### config.mk
export PLATFORM = sky130hd
export DESIGN_NAME = teclado_event_arbiter
export DESIGN_NICKNAME = d
export VERILOG_FILES = /design/src/rtl/teclado_pkg.sv /design/src/rtl/boton_debounce.sv /design/src/rtl/teclado_event_arbiter.sv
export SDC_FILE = /design/constraint.sdc
export NUM_CORES = 1
export LEC_CHECK = 0
export CORE_MARGIN = 1.5
export CORE_UTILIZATION = 25
export CTS_CLUSTER_SIZE = 25
export DETAILED_ROUTE_END_ITERATION = 16
export HOLD_SLACK_MARGIN = 0.02
export PLACE_DENSITY = 0.44
export SETUP_SLACK_MARGIN = 0.5
export SYNTH_ARGS = -nofsm -noshare
export SYNTH_HDL_FRONTEND = slang
export SYNTH_SLANG_ARGS = --single-unit
### constraint.sdc
create_clock -name clk -period 2 [get_ports clk]
set_input_delay 0.4 -clock clk [delete_from_list [all_inputs] [get_ports clk]]
set_output_delay 0.4 -clock clk [all_outputs]
set_load 0.005 [all_outputs]
### src/rtl/teclado_pkg.sv
`default_nettype none
// ============================================================================
// Module      : teclado_pkg
// Description : Shared constants for the front-panel keypad event arbiter:
//               default PicoBlaze port addresses, the four event codes, the
//               presenter FSM state encoding, and the code/round-robin helpers.
// Revision    : 1.0 - initial release
// ============================================================================
package teclado_pkg;

    localparam logic [7:0] c_port_event  = 8'h03;
    localparam logic [7:0] c_port_status = 8'h04;

    localparam logic [7:0] c_code_aumenta   = 8'h04;
    localparam logic [7:0] c_code_disminuye = 8'h05;
    localparam logic [7:0] c_code_siguiente = 8'h06;
    localparam logic [7:0] c_code_anterior  = 8'h07;

    typedef enum logic {
        ST_IDLE    = 1'b0,
        ST_PRESENT = 1'b1
    } state_t;

    function automatic logic [7:0] event_code(input logic [1:0] idx);
        logic [7:0] code;
        case (idx)
            2'd0:    code = c_code_aumenta;
            2'd1:    code = c_code_disminuye;
            2'd2:    code = c_code_siguiente;
            default: code = c_code_anterior;
        endcase
        return code;
    endfunction

    // First set request strictly after 'last', wrapping 3->0. Scanning from
    // the farthest offset down lets the nearest hit overwrite earlier ones;
    // offset 4 wraps back onto 'last' itself, giving it lowest priority.
    function automatic logic [1:0] rr_pick(input logic [3:0] req, input logic [1:0] last);
        logic [1:0] idx;
        logic [1:0] pick;
        pick = last;
        for (int k = 4; k >= 1; k--) begin
            idx = last + 2'(k);
            if (req[idx]) pick = idx;
        end
        return pick;
    endfunction

endpackage
`default_nettype wire

### src/rtl/boton_debounce.sv
`default_nettype none
// ============================================================================
// Module      : boton_debounce
// Description : One raw push-button: 2-FF synchronizer, stability counter,
//               debounced level and a one-cycle press (0->1) pulse.
// Ports       : clk, reset (async, active-low), i_btn (raw, async),
//               o_rise (one-cycle pulse, coincident with the level rising)
// Revision    : 1.0 - initial release
// ============================================================================
module boton_debounce #(
    parameter int CNT_W           = 19,
    parameter int DEBOUNCE_CYCLES = 500000
) (
    input  logic clk,
    input  logic reset,
    input  logic i_btn,
    output logic o_rise
);

    localparam logic [CNT_W-1:0] c_cnt_last = CNT_W'(DEBOUNCE_CYCLES - 1);

    logic             r_sync1;
    logic             r_sync2;
    logic [1:0]       r_sync_vld;
    logic             r_armed;
    logic             r_level;
    logic             r_rise;
    logic [CNT_W-1:0] r_cnt;
    logic             w_accept;

    assign w_accept = (r_sync2 != r_level) && (r_cnt == c_cnt_last);
    assign o_rise   = r_rise;

    always_ff @(posedge clk or negedge reset) begin
        if (!reset) begin
            r_sync1    <= 1'b0;
            r_sync2    <= 1'b0;
            r_sync_vld <= 2'b00;
            r_armed    <= 1'b0;
            r_level    <= 1'b0;
            r_rise     <= 1'b0;
            r_cnt      <= '0;
        end else begin
            r_sync1    <= i_btn;
            r_sync2    <= r_sync1;
            r_sync_vld <= {r_sync_vld[0], 1'b1};
            // A button held through reset must be seen released before any
            // press counts; the synchronizer's reset zeros are ignored.
            if (r_sync_vld[1] && !r_sync2) begin
                r_armed <= 1'b1;
            end
            r_rise <= w_accept && r_sync2 && r_armed;
            if (r_sync2 == r_level) begin
                r_cnt <= '0;
            end else if (r_cnt == c_cnt_last) begin
                r_level <= r_sync2;
                r_cnt   <= '0;
            end else begin
                r_cnt <= r_cnt + 1'b1;
            end
        end
    end

endmodule
`default_nettype wire

### src/rtl/teclado_event_arbiter.sv
`default_nettype none
// ============================================================================
// Module      : teclado_event_arbiter
// Description : Debounces four front-panel buttons into press events, queues
//               one pending bit per button, and presents them one at a time to
//               the PicoBlaze through a round-robin arbiter and event port.
// Ports       : clk, reset (async, active-low)
//               aumenta/disminuye/siguiente/anterior - raw buttons
//               port_id, read_strobe - PicoBlaze input-port bus
//               in_port   - read data, combinational from port_id
//               interrupt - high while an event is presented
// Revision    : 1.0 - initial release
// ============================================================================
module teclado_event_arbiter
    import teclado_pkg::*;
#(
    parameter int         DEBOUNCE_CYCLES = 500000,
    parameter int         CNT_W           = 19,
    parameter logic [7:0] PORT_EVENT      = c_port_event,
    parameter logic [7:0] PORT_STATUS     = c_port_status
) (
    input  logic       clk,
    input  logic       reset,
    input  logic       aumenta,
    input  logic       disminuye,
    input  logic       siguiente,
    input  logic       anterior,
    input  logic [7:0] port_id,
    input  logic       read_strobe,
    output logic [7:0] in_port,
    output logic       interrupt
);

    logic [3:0] w_btn;
    logic [3:0] w_rise;

    state_t     r_state;
    state_t     w_state_nxt;
    logic [3:0] r_pending;
    logic       r_overrun;
    logic       r_ev_valid;
    logic [7:0] r_ev_code;
    logic [1:0] r_last_grant;

    logic       w_ev_read;
    logic       w_st_read;
    logic       w_grant;
    logic [1:0] w_grant_idx;
    logic [3:0] w_clr;
    logic       w_ovr_set;

    assign w_btn = {anterior, siguiente, disminuye, aumenta};

    generate
        for (genvar gi = 0; gi < 4; gi++) begin : g_boton
            boton_debounce #(
                .CNT_W          (CNT_W),
                .DEBOUNCE_CYCLES(DEBOUNCE_CYCLES)
            ) u_boton (
                .clk   (clk),
                .reset (reset),
                .i_btn (w_btn[gi]),
                .o_rise(w_rise[gi])
            );
        end
    endgenerate

    assign w_ev_read   = read_strobe && (port_id == PORT_EVENT) && (r_state == ST_PRESENT);
    assign w_st_read   = read_strobe && (port_id == PORT_STATUS);
    assign w_grant     = (r_state == ST_IDLE) && (|r_pending);
    assign w_grant_idx = rr_pick(r_pending, r_last_grant);
    assign w_clr       = w_grant ? (4'b0001 << w_grant_idx) : 4'b0000;
    // A press landing on the bit being granted this cycle re-arms it rather
    // than overrunning it.
    assign w_ovr_set   = |(w_rise & r_pending & ~w_clr);

    always_ff @(posedge clk or negedge reset) begin
        if (!reset) begin
            r_state <= ST_IDLE;
        end else begin
            r_state <= w_state_nxt;
        end
    end

    always_comb begin
        w_state_nxt = r_state;
        case (r_state)
            ST_IDLE:    if (|r_pending) w_state_nxt = ST_PRESENT;
            ST_PRESENT: if (w_ev_read)  w_state_nxt = ST_IDLE;
            default:    w_state_nxt = ST_IDLE;
        endcase
    end

    always_ff @(posedge clk or negedge reset) begin
        if (!reset) begin
            r_pending    <= 4'b0000;
            r_overrun    <= 1'b0;
            r_ev_valid   <= 1'b0;
            r_ev_code    <= 8'h00;
            r_last_grant <= 2'd3;
        end else begin
            r_pending <= (r_pending & ~w_clr) | w_rise;
            if (w_ovr_set) begin
                r_overrun <= 1'b1;
            end else if (w_st_read) begin
                r_overrun <= 1'b0;
            end
            if (w_grant) begin
                r_ev_valid   <= 1'b1;
                r_ev_code    <= event_code(w_grant_idx);
                r_last_grant <= w_grant_idx;
            end else if (w_ev_read) begin
                r_ev_valid <= 1'b0;
            end
        end
    end

    always_comb begin
        in_port = 8'h00;
        if (port_id == PORT_EVENT) begin
            in_port = r_ev_valid ? r_ev_code : 8'h00;
        end else if (port_id == PORT_STATUS) begin
            in_port = {r_ev_valid, r_overrun, 2'b00, r_pending};
        end
    end

    assign interrupt = r_ev_valid;

endmodule
`default_nettype wire
==> results of run 1 <==
layer usage:
metal  track usage  vias to the layer above  wire length [µm]
met5             0                        -                 0
met4       0.04834                        0               226
met3       0.02133                       16               264
met2        0.1740                       38              5511
met1        0.1421                     1819              5036
li1              -                     1812                 -
cell usage in the layout (no fill, tap or decap), types with 4 or more instances in the layout:
| cell type | n |
|---|---|
| inv_1 | 14 |
| clkbuf_16 | 14 |
| and3_1 | 11 |
| nor2_1 | 20 |
| xor2_2 | 11 |
| nor2_2 | 8 |
| nand3_2 | 4 |
| xor2_1 | 33 |
| buf_2 | 6 |
| nand2_2 | 6 |
| clkdlybuf4s50_1 | 5 |
| or2_4 | 4 |
| buf_6 | 15 |
| dfrtp_2 | 17 |
| buf_4 | 50 |
| dlygate4sd2_1 | 5 |
| nand4_1 | 10 |
| and2_4 | 4 |
| nand3_1 | 27 |
| buf_12 | 8 |
| nand2_1 | 28 |
| nor2_4 | 73 |
| dfrtp_1 | 91 |
| xnor2_1 | 25 |
| a21o_1 | 8 |
| and3_4 | 6 |
| nor4_4 | 5 |
cell type report:
| type | count | area [µm²] |
|---|---|---|
| Tap cell | 265 | 331.6 |
| Clock buffer | 14 | 274.0 |
| Fill cell | 1834 | 11770 |
| Sequential cell | 110 | 2776 |
| Clock inverter | 2 | 38.79 |
| Timing Repair Buffer | 101 | 1091 |
| Multi-Input combinational cell | 350 | 3120 |
| Inverter | 15 | 56.30 |
worst reg2reg max path, cell delays in order (launching register included):
cell and delay [ns]:
dfstp_2 0.56, nand2b_4 0.13, a21oi_2 0.05, a221o_2 0.36, or3b_4 0.40, nand3_2 0.08
nand4_1 0.07
power by group through the flow:
stage	clock network, mW	registers (mW)	logic (mW)
after detailed placement	0	2.33	0.181
after global placement	0	2.33	0.178
after CTS	1.96	2.29	0.251
after floorplan	0	2.32	0.0824
after global routing	2.05	2.29	0.408
final	1.88	2.29	0.374
state kept, by name, summed over array words and instances, names as in the netlist:
name / cells
interrupt: 1
g_boton.u_boton.r_sync2: 4
g_boton.u_boton.r_sync_vld: 2
r_last_grant: 2
g_boton.u_boton.r_armed: 4
r_ev_code: 3
r_overrun: 1
g_boton.u_boton.o_rise: 4
r_pending: 4
g_boton.u_boton.r_cnt: 76
g_boton.u_boton.r_level: 4
r_state: 1
g_boton.u_boton.r_sync1: 4
metrics by stage:
stage          power, mW    util  setup TNS, ns  instances
2_1_floorplan      2.405       -              0        485
3_3_place_gp       2.509  0.2883         -3.809        772
3_5_place_dp       2.512  0.2883         -4.061        772
4_1_cts            4.492  0.3335              0        829
5_1_grt            4.747  0.3951        -0.1510        857
6_report           4.547  0.3951              0        857
repair_timing:
action,in CTS,in global routing
resized for setup,109,224
endpoints found under the setup margin,89,95
gates cloned,7,5
pin swaps,34,76
buffers inserted,34,23
logic make-up (layout without fill, tap and decap cells):
family | Yosys count | after routing | synth area share
AOI/OAI and AO/OA | 25 | 25 | 0.03501
buffers and inverters | 25 | 132 | 0.02620
other | 2 | 3 | 0.001512
adders and majority gates | 4 | 4 | 0.01008
muxes | 4 | 4 | 0.009067
DFF | 110 | 110 | 0.5547
and+or+nand+nor | 242 | 242 | 0.2365
xor gates and xnor gates | 72 | 72 | 0.1270
how the worst max path moves through the flow:
stage	startpoint	cells past startpoint	end
global placement	port_id[5]	6	in_port[0]
detailed placement	port_id[5]	6	in_port[1]
global route	port_id[4]	8	in_port[1]
floorplan	r_last_grant[0]	6	r_overrun
CTS	port_id[6]	8	in_port[1]
finish	port_id[4]	8	in_port[6]
==> flow_metrics.env, run 1 <==
export IMPL_critPathMaxStageDelay_ns=0.27
export IMPL_drv_cap=0
export IMPL_synth_area_leader_cell="dfrtp_1"
export IMPL_vias=3685
export IMPL_synth_cell_types=42
export IMPL_critPathMostFrequentCell="buf_6"
export IMPL_grt_ovfl_total=0
export IMPL_start_util=0.2552
export IMPL_avgViaCountPerCell=4.300
export IMPL_crit_type="in2out"
export IMPL_p_seq_frac=0.503
export IMPL_port_buffers=21
export IMPL_hold_viol_final=0
export IMPL_path_cells="buf_6 -> nor4_4 -> nand3b_1 -> nor3_4 -> buf_4 -> buf_6 -> and2_4 -> buf_6"
export IMPL_gp_congestion=0.7259
export IMPL_rows=51
export IMPL_syn_area_per_cell_um2=10.26
export IMPL_ctsHoldBuffers=0
export IMPL_grt_pass1_vias=3729
export IMPL_r2r_cells=6
export IMPL_grt_pass1_wl_um=17820
export IMPL_wirelength_um=11040
export IMPL_antenna_found_initial=0
export IMPL_dpl_instance_area_mm2=0.005610
export IMPL_cts_sinks=110
export IMPL_maxSlewViolCount=0
export IMPL_critical_path_max_fanout=2
export IMPL_core_mm2=0.01946
export IMPL_seq_area_frac_synth=0.5547
export IMPL_grt_usage=0.1087
export IMPL_p_leak_nw=3.088
export IMPL_worstSkewPairLatency_ns=0.35
export IMPL_ys_ff_latch=110
export IMPL_drtAntennaViolNets=0
export IMPL_min_period_over_period=0.9704
export IMPL_drt_first_pass_iters=4
export IMPL_post_route_min_period_ns=1.941
export IMPL_path_clk_slew_ns=0.07
export IMPL_nNetsFinal=606
export IMPL_comb_power_share=0.082
export IMPL_arrival_ns=1.54
export IMPL_yosysWarnings=0
export IMPL_synthCells=484
export IMPL_switching_share=0.2270
export IMPL_synth_flop_cell="dfrtp_1"
export IMPL_dieHeight_um=144.0
export IMPL_diodes=0
export IMPL_cts_max_level=3
export IMPL_peakVddDrop_mv=0.3794
export IMPL_endpoint_kind="output port"
export IMPL_grt_max_degree=72
export IMPL_reg2reg_slack_ns=0.21
export IMPL_pwr_share_clk=0.414
export IMPL_hp_class="in2async"
export IMPL_drt_wirelength_per_cell_um=12.88
export IMPL_yosysTopAreaCellShare=0.5441
export IMPL_synth_edff_count=0
export IMPL_dieArea_mm2=0.02072
export IMPL_clock_fmax_ghz=0.5153
export IMPL_drive_gt1_frac=0.4780
export IMPL_setup_viol=0
export IMPL_syn_area_mm2=0.004967
export IMPL_synth_common_cells="dfrtp_1 (108), nor2_1 (101), xor2_1 (44), nand2_1 (34), nand3_1 (34)"
export IMPL_synth_most_common_cell="dfrtp_1"
export IMPL_critPathBufInv=4
export IMPL_clock_path_buffers=2
export IMPL_design_area_mm2=0.007689
export IMPL_status="completed"
export IMPL_dp_hpwl_um=6133
export IMPL_r2r_end="r_overrun"
export IMPL_powerDensity_mw_per_mm2=591.4
export IMPL_drt_iter0_drc=154
export IMPL_intPower_mw=3.515
export IMPL_pin_count=24
export IMPL_area_growth_pct=54.79
export IMPL_post_place_ws_ns=-0.6581
export IMPL_clock_skew_ns=0.01284
export IMPL_cpMaxStageDelayCell="nor4_4"
export IMPL_netlist_top_cells_area="dfrtp_1 (54%), xor2_1 (7.8%), nor2_1 (7.6%)"
export IMPL_drc=0
export IMPL_cts_tree="yes"
export IMPL_die_w_um=144.0
export IMPL_worst_slack_ns=0.05928
export IMPL_cpLargestDelayFamily="simple AND/OR/NAND/NOR gates"
export IMPL_async_flop_share=1.000
export IMPL_cts_root_buf="clkbuf_16"
export IMPL_netSwitchingPower_mw=1.032
export IMPL_crit_required_ns=1.60
export IMPL_cts_made_buffers=9
export IMPL_holdWs_ns=0.06024
export IMPL_r2r_start="r_last_grant[0]"
export IMPL_grt_setup_unrepaired="yes"
export IMPL_crit_path_start_kind="primary input"
No activity file was read; power rests on OpenSTA's default activity.
==> inputs of run 2 (changes only) <==
PLACE_DENSITY = unset   (was 0.44)
==> run 2 against run 1 <==
Against the previous run:
- design area shrank 1.2%
- largest power group unchanged
- highest routed layer unchanged
- power grew 0.60%
- global-route usage shrank 0.37 points
- sequential share of layout area grew 0.34 points
- largest cell class unchanged
- wire length grew 0.65%
- via count grew 1.7%
- core utilization shrank 0.48 points
==> flow_metrics.env, run 2 (synthesized netlist as in run 1, its figures left out) <==
export IMPL_critical_path_max_fanout=3
export IMPL_cts_sinks=110
export IMPL_grt_setup_unrepaired="yes"
export IMPL_reg2reg_slack_ns=0.21
export IMPL_endpoint_kind="output port"
export IMPL_dieHeight_um=144.0
export IMPL_drt_iter0_drc=146
export IMPL_dieArea_mm2=0.02072
export IMPL_largest_reg_flops=76
export IMPL_intPower_mw=3.547
export IMPL_top_register="g_boton.u_boton.r_cnt"
export IMPL_pin_count=24
export IMPL_critPathMaxStageDelay_ns=0.28
export IMPL_wirelength_um=11110
export IMPL_path_clk_slew_ns=0.07
export IMPL_core_mm2=0.01946
export IMPL_rows=51
export IMPL_gp_congestion=0.7362
export IMPL_setup_viol=0
export IMPL_grt_ovfl_total=0
export IMPL_pwr_share_clk=0.428
export IMPL_nNetsFinal=617
export IMPL_antenna_found_initial=0
export IMPL_drtAntennaViolNets=0
export IMPL_tns_ns=0
export IMPL_mostFrequentLayoutCells="dfrtp_1 (97), buf_4 (70), nor2_4 (60), xor2_1 (29), nand2_1 (27)"
export IMPL_p_seq_frac=0.500
export IMPL_hp_class="reg2reg"
export IMPL_diodes=0
export IMPL_dp_cells=775
export IMPL_grt_pass1_vias=3663
export IMPL_clock_path_buffers=2
export IMPL_grt_pass1_wl_um=17110
export IMPL_multi_input_area_mm2=0.003080
export IMPL_drive_gt1_frac=0.4842
export IMPL_switching_share=0.2245
export IMPL_start_util=0.2552
export IMPL_critPathBufInv=4
export IMPL_layout_commonest_cell="dfrtp_1"
export IMPL_clock_skew_ns=0.004373
export IMPL_maxSlewViolCount=0
export IMPL_clock_fmax_ghz=0.5013
export IMPL_cts_root_buf="clkbuf_16"
export IMPL_drt_wirelength_per_cell_um=12.80
export IMPL_vias=3748
export IMPL_powerDensity_mw_per_mm2=602.2
export IMPL_port_buffers=21
export IMPL_grt_usage=0.1051
export IMPL_crit_required_ns=1.60
export IMPL_peakVddDrop_mv=0.3806
export IMPL_cts_made_buffers=9
export IMPL_drt_first_pass_iters=4
export IMPL_area_growth_pct=52.92
export IMPL_crit_type="in2out"
export IMPL_cts_tree="yes"
export IMPL_fillCellCount=1824
export IMPL_netSwitchingPower_mw=1.027
export IMPL_drv_cap=0
export IMPL_drc=0
export IMPL_cpMaxStageDelayCell="nor4_4"
export IMPL_min_period_over_period=0.9973
export IMPL_avgViaCountPerCell=4.318
export IMPL_stdcell_count=868
export IMPL_p_leak_nw=3.094
export IMPL_die_w_um=144.0
export IMPL_post_route_min_period_ns=1.995
export IMPL_worstSkewPairLatency_ns=0.35
export IMPL_status="completed"
export IMPL_crit_path_start_kind="primary input"
export IMPL_cpLargestDelayFamily="simple AND/OR/NAND/NOR gates"
export IMPL_cts_max_level=3
export IMPL_dp_hpwl_um=5920
export IMPL_comb_power_share=0.071
export IMPL_hold_viol_final=0
export IMPL_regArea_mm2=0.002769
export IMPL_grt_max_degree=43
export IMPL_arrival_ns=1.59
export IMPL_path_cells="buf_6 -> nor4_4 -> nand3b_1 -> nor3_4 -> buf_4 -> buf_4 -> and2_4 -> buf_6"
## run 2: per-stage QoR
| step | utilization | hold WS [ns] | worst slack (ns) | instance area [µm²] | total power [mW] |
|---|---|---|---|---|---|
| CTS | 0.3353 | 0.3619 | -0.06771 | 6525 | 4.547 |
| finish | 0.3903 | 0.3594 | 0.005365 | 7596 | 4.574 |
| floorplan | - | 0.1044 | 0.3295 | 5050 | 2.405 |
| global route | 0.3903 | 0.3718 | -0.1159 | 7596 | 4.772 |
| detailed placement | 0.2888 | 0.3442 | -0.6455 | 5620 | 2.511 |
| global placement | 0.2888 | 0.3315 | -0.6178 | 5620 | 2.509 |
## run 2: worst paths after layout
path | cells after the start | end | startpoint
worst max-delay path | 8 | in_port[6] | port_id[6]
worst min-delay path | 0 | g_boton[0].u_boton.r_sync_vld[1] | g_boton[3].u_boton.r_sync_vld[0]
worst max register to register | 5 | r_pending[2] | r_last_grant[0]
worst min register to register | 0 | g_boton[0].u_boton.r_sync_vld[1] | g_boton[3].u_boton.r_sync_vld[0]
max in group asynchronous | 3 | r_last_grant[1] | reset
min in group asynchronous | 2 | g_boton[3].u_boton.r_cnt[11] | reset
## run 2: power by group through the flow
stage	Combinational [mW]	Clock [mW]	Sequential, mW
CTS	0.240	2.02	2.28
global placement	0.180	0	2.33
detailed placement	0.181	0	2.33
finish	0.327	1.96	2.29
floorplan	0.0824	0	2.32
global route	0.359	2.12	2.29
## run 2: layout make-up
type | count | area share
multi-input combinational | 350 | 0.4055
timing repair buffer | 112 | 0.1354
sequential | 110 | 0.3645
tap | 265 | 0.04365
clock buffer | 10 | 0.03146
clock inverter | 6 | 0.01202
inverter | 15 | 0.007412
## run 2: repair_timing
| action | in CTS | in global routing |
|---|---|---|
| cloned | 8 | 2 |
| hold endpoints to repair | 22 | 0 |
| endpoints found under the setup margin | 89 | 93 |
| hold buffers | 1 | 0 |
| pin swaps | 52 | 75 |
| gates resized for setup | 139 | 178 |
| setup buffers | 30 | 36 |
## run 2: per-layer routing
layer  vias up  track usage  share of wire
li1       1824            -              -
met2        39       0.1672           0.52
met1      1872       0.1350           0.44
met5         -            0              0
met4         0      0.05639          0.022
met3        13      0.01933          0.022
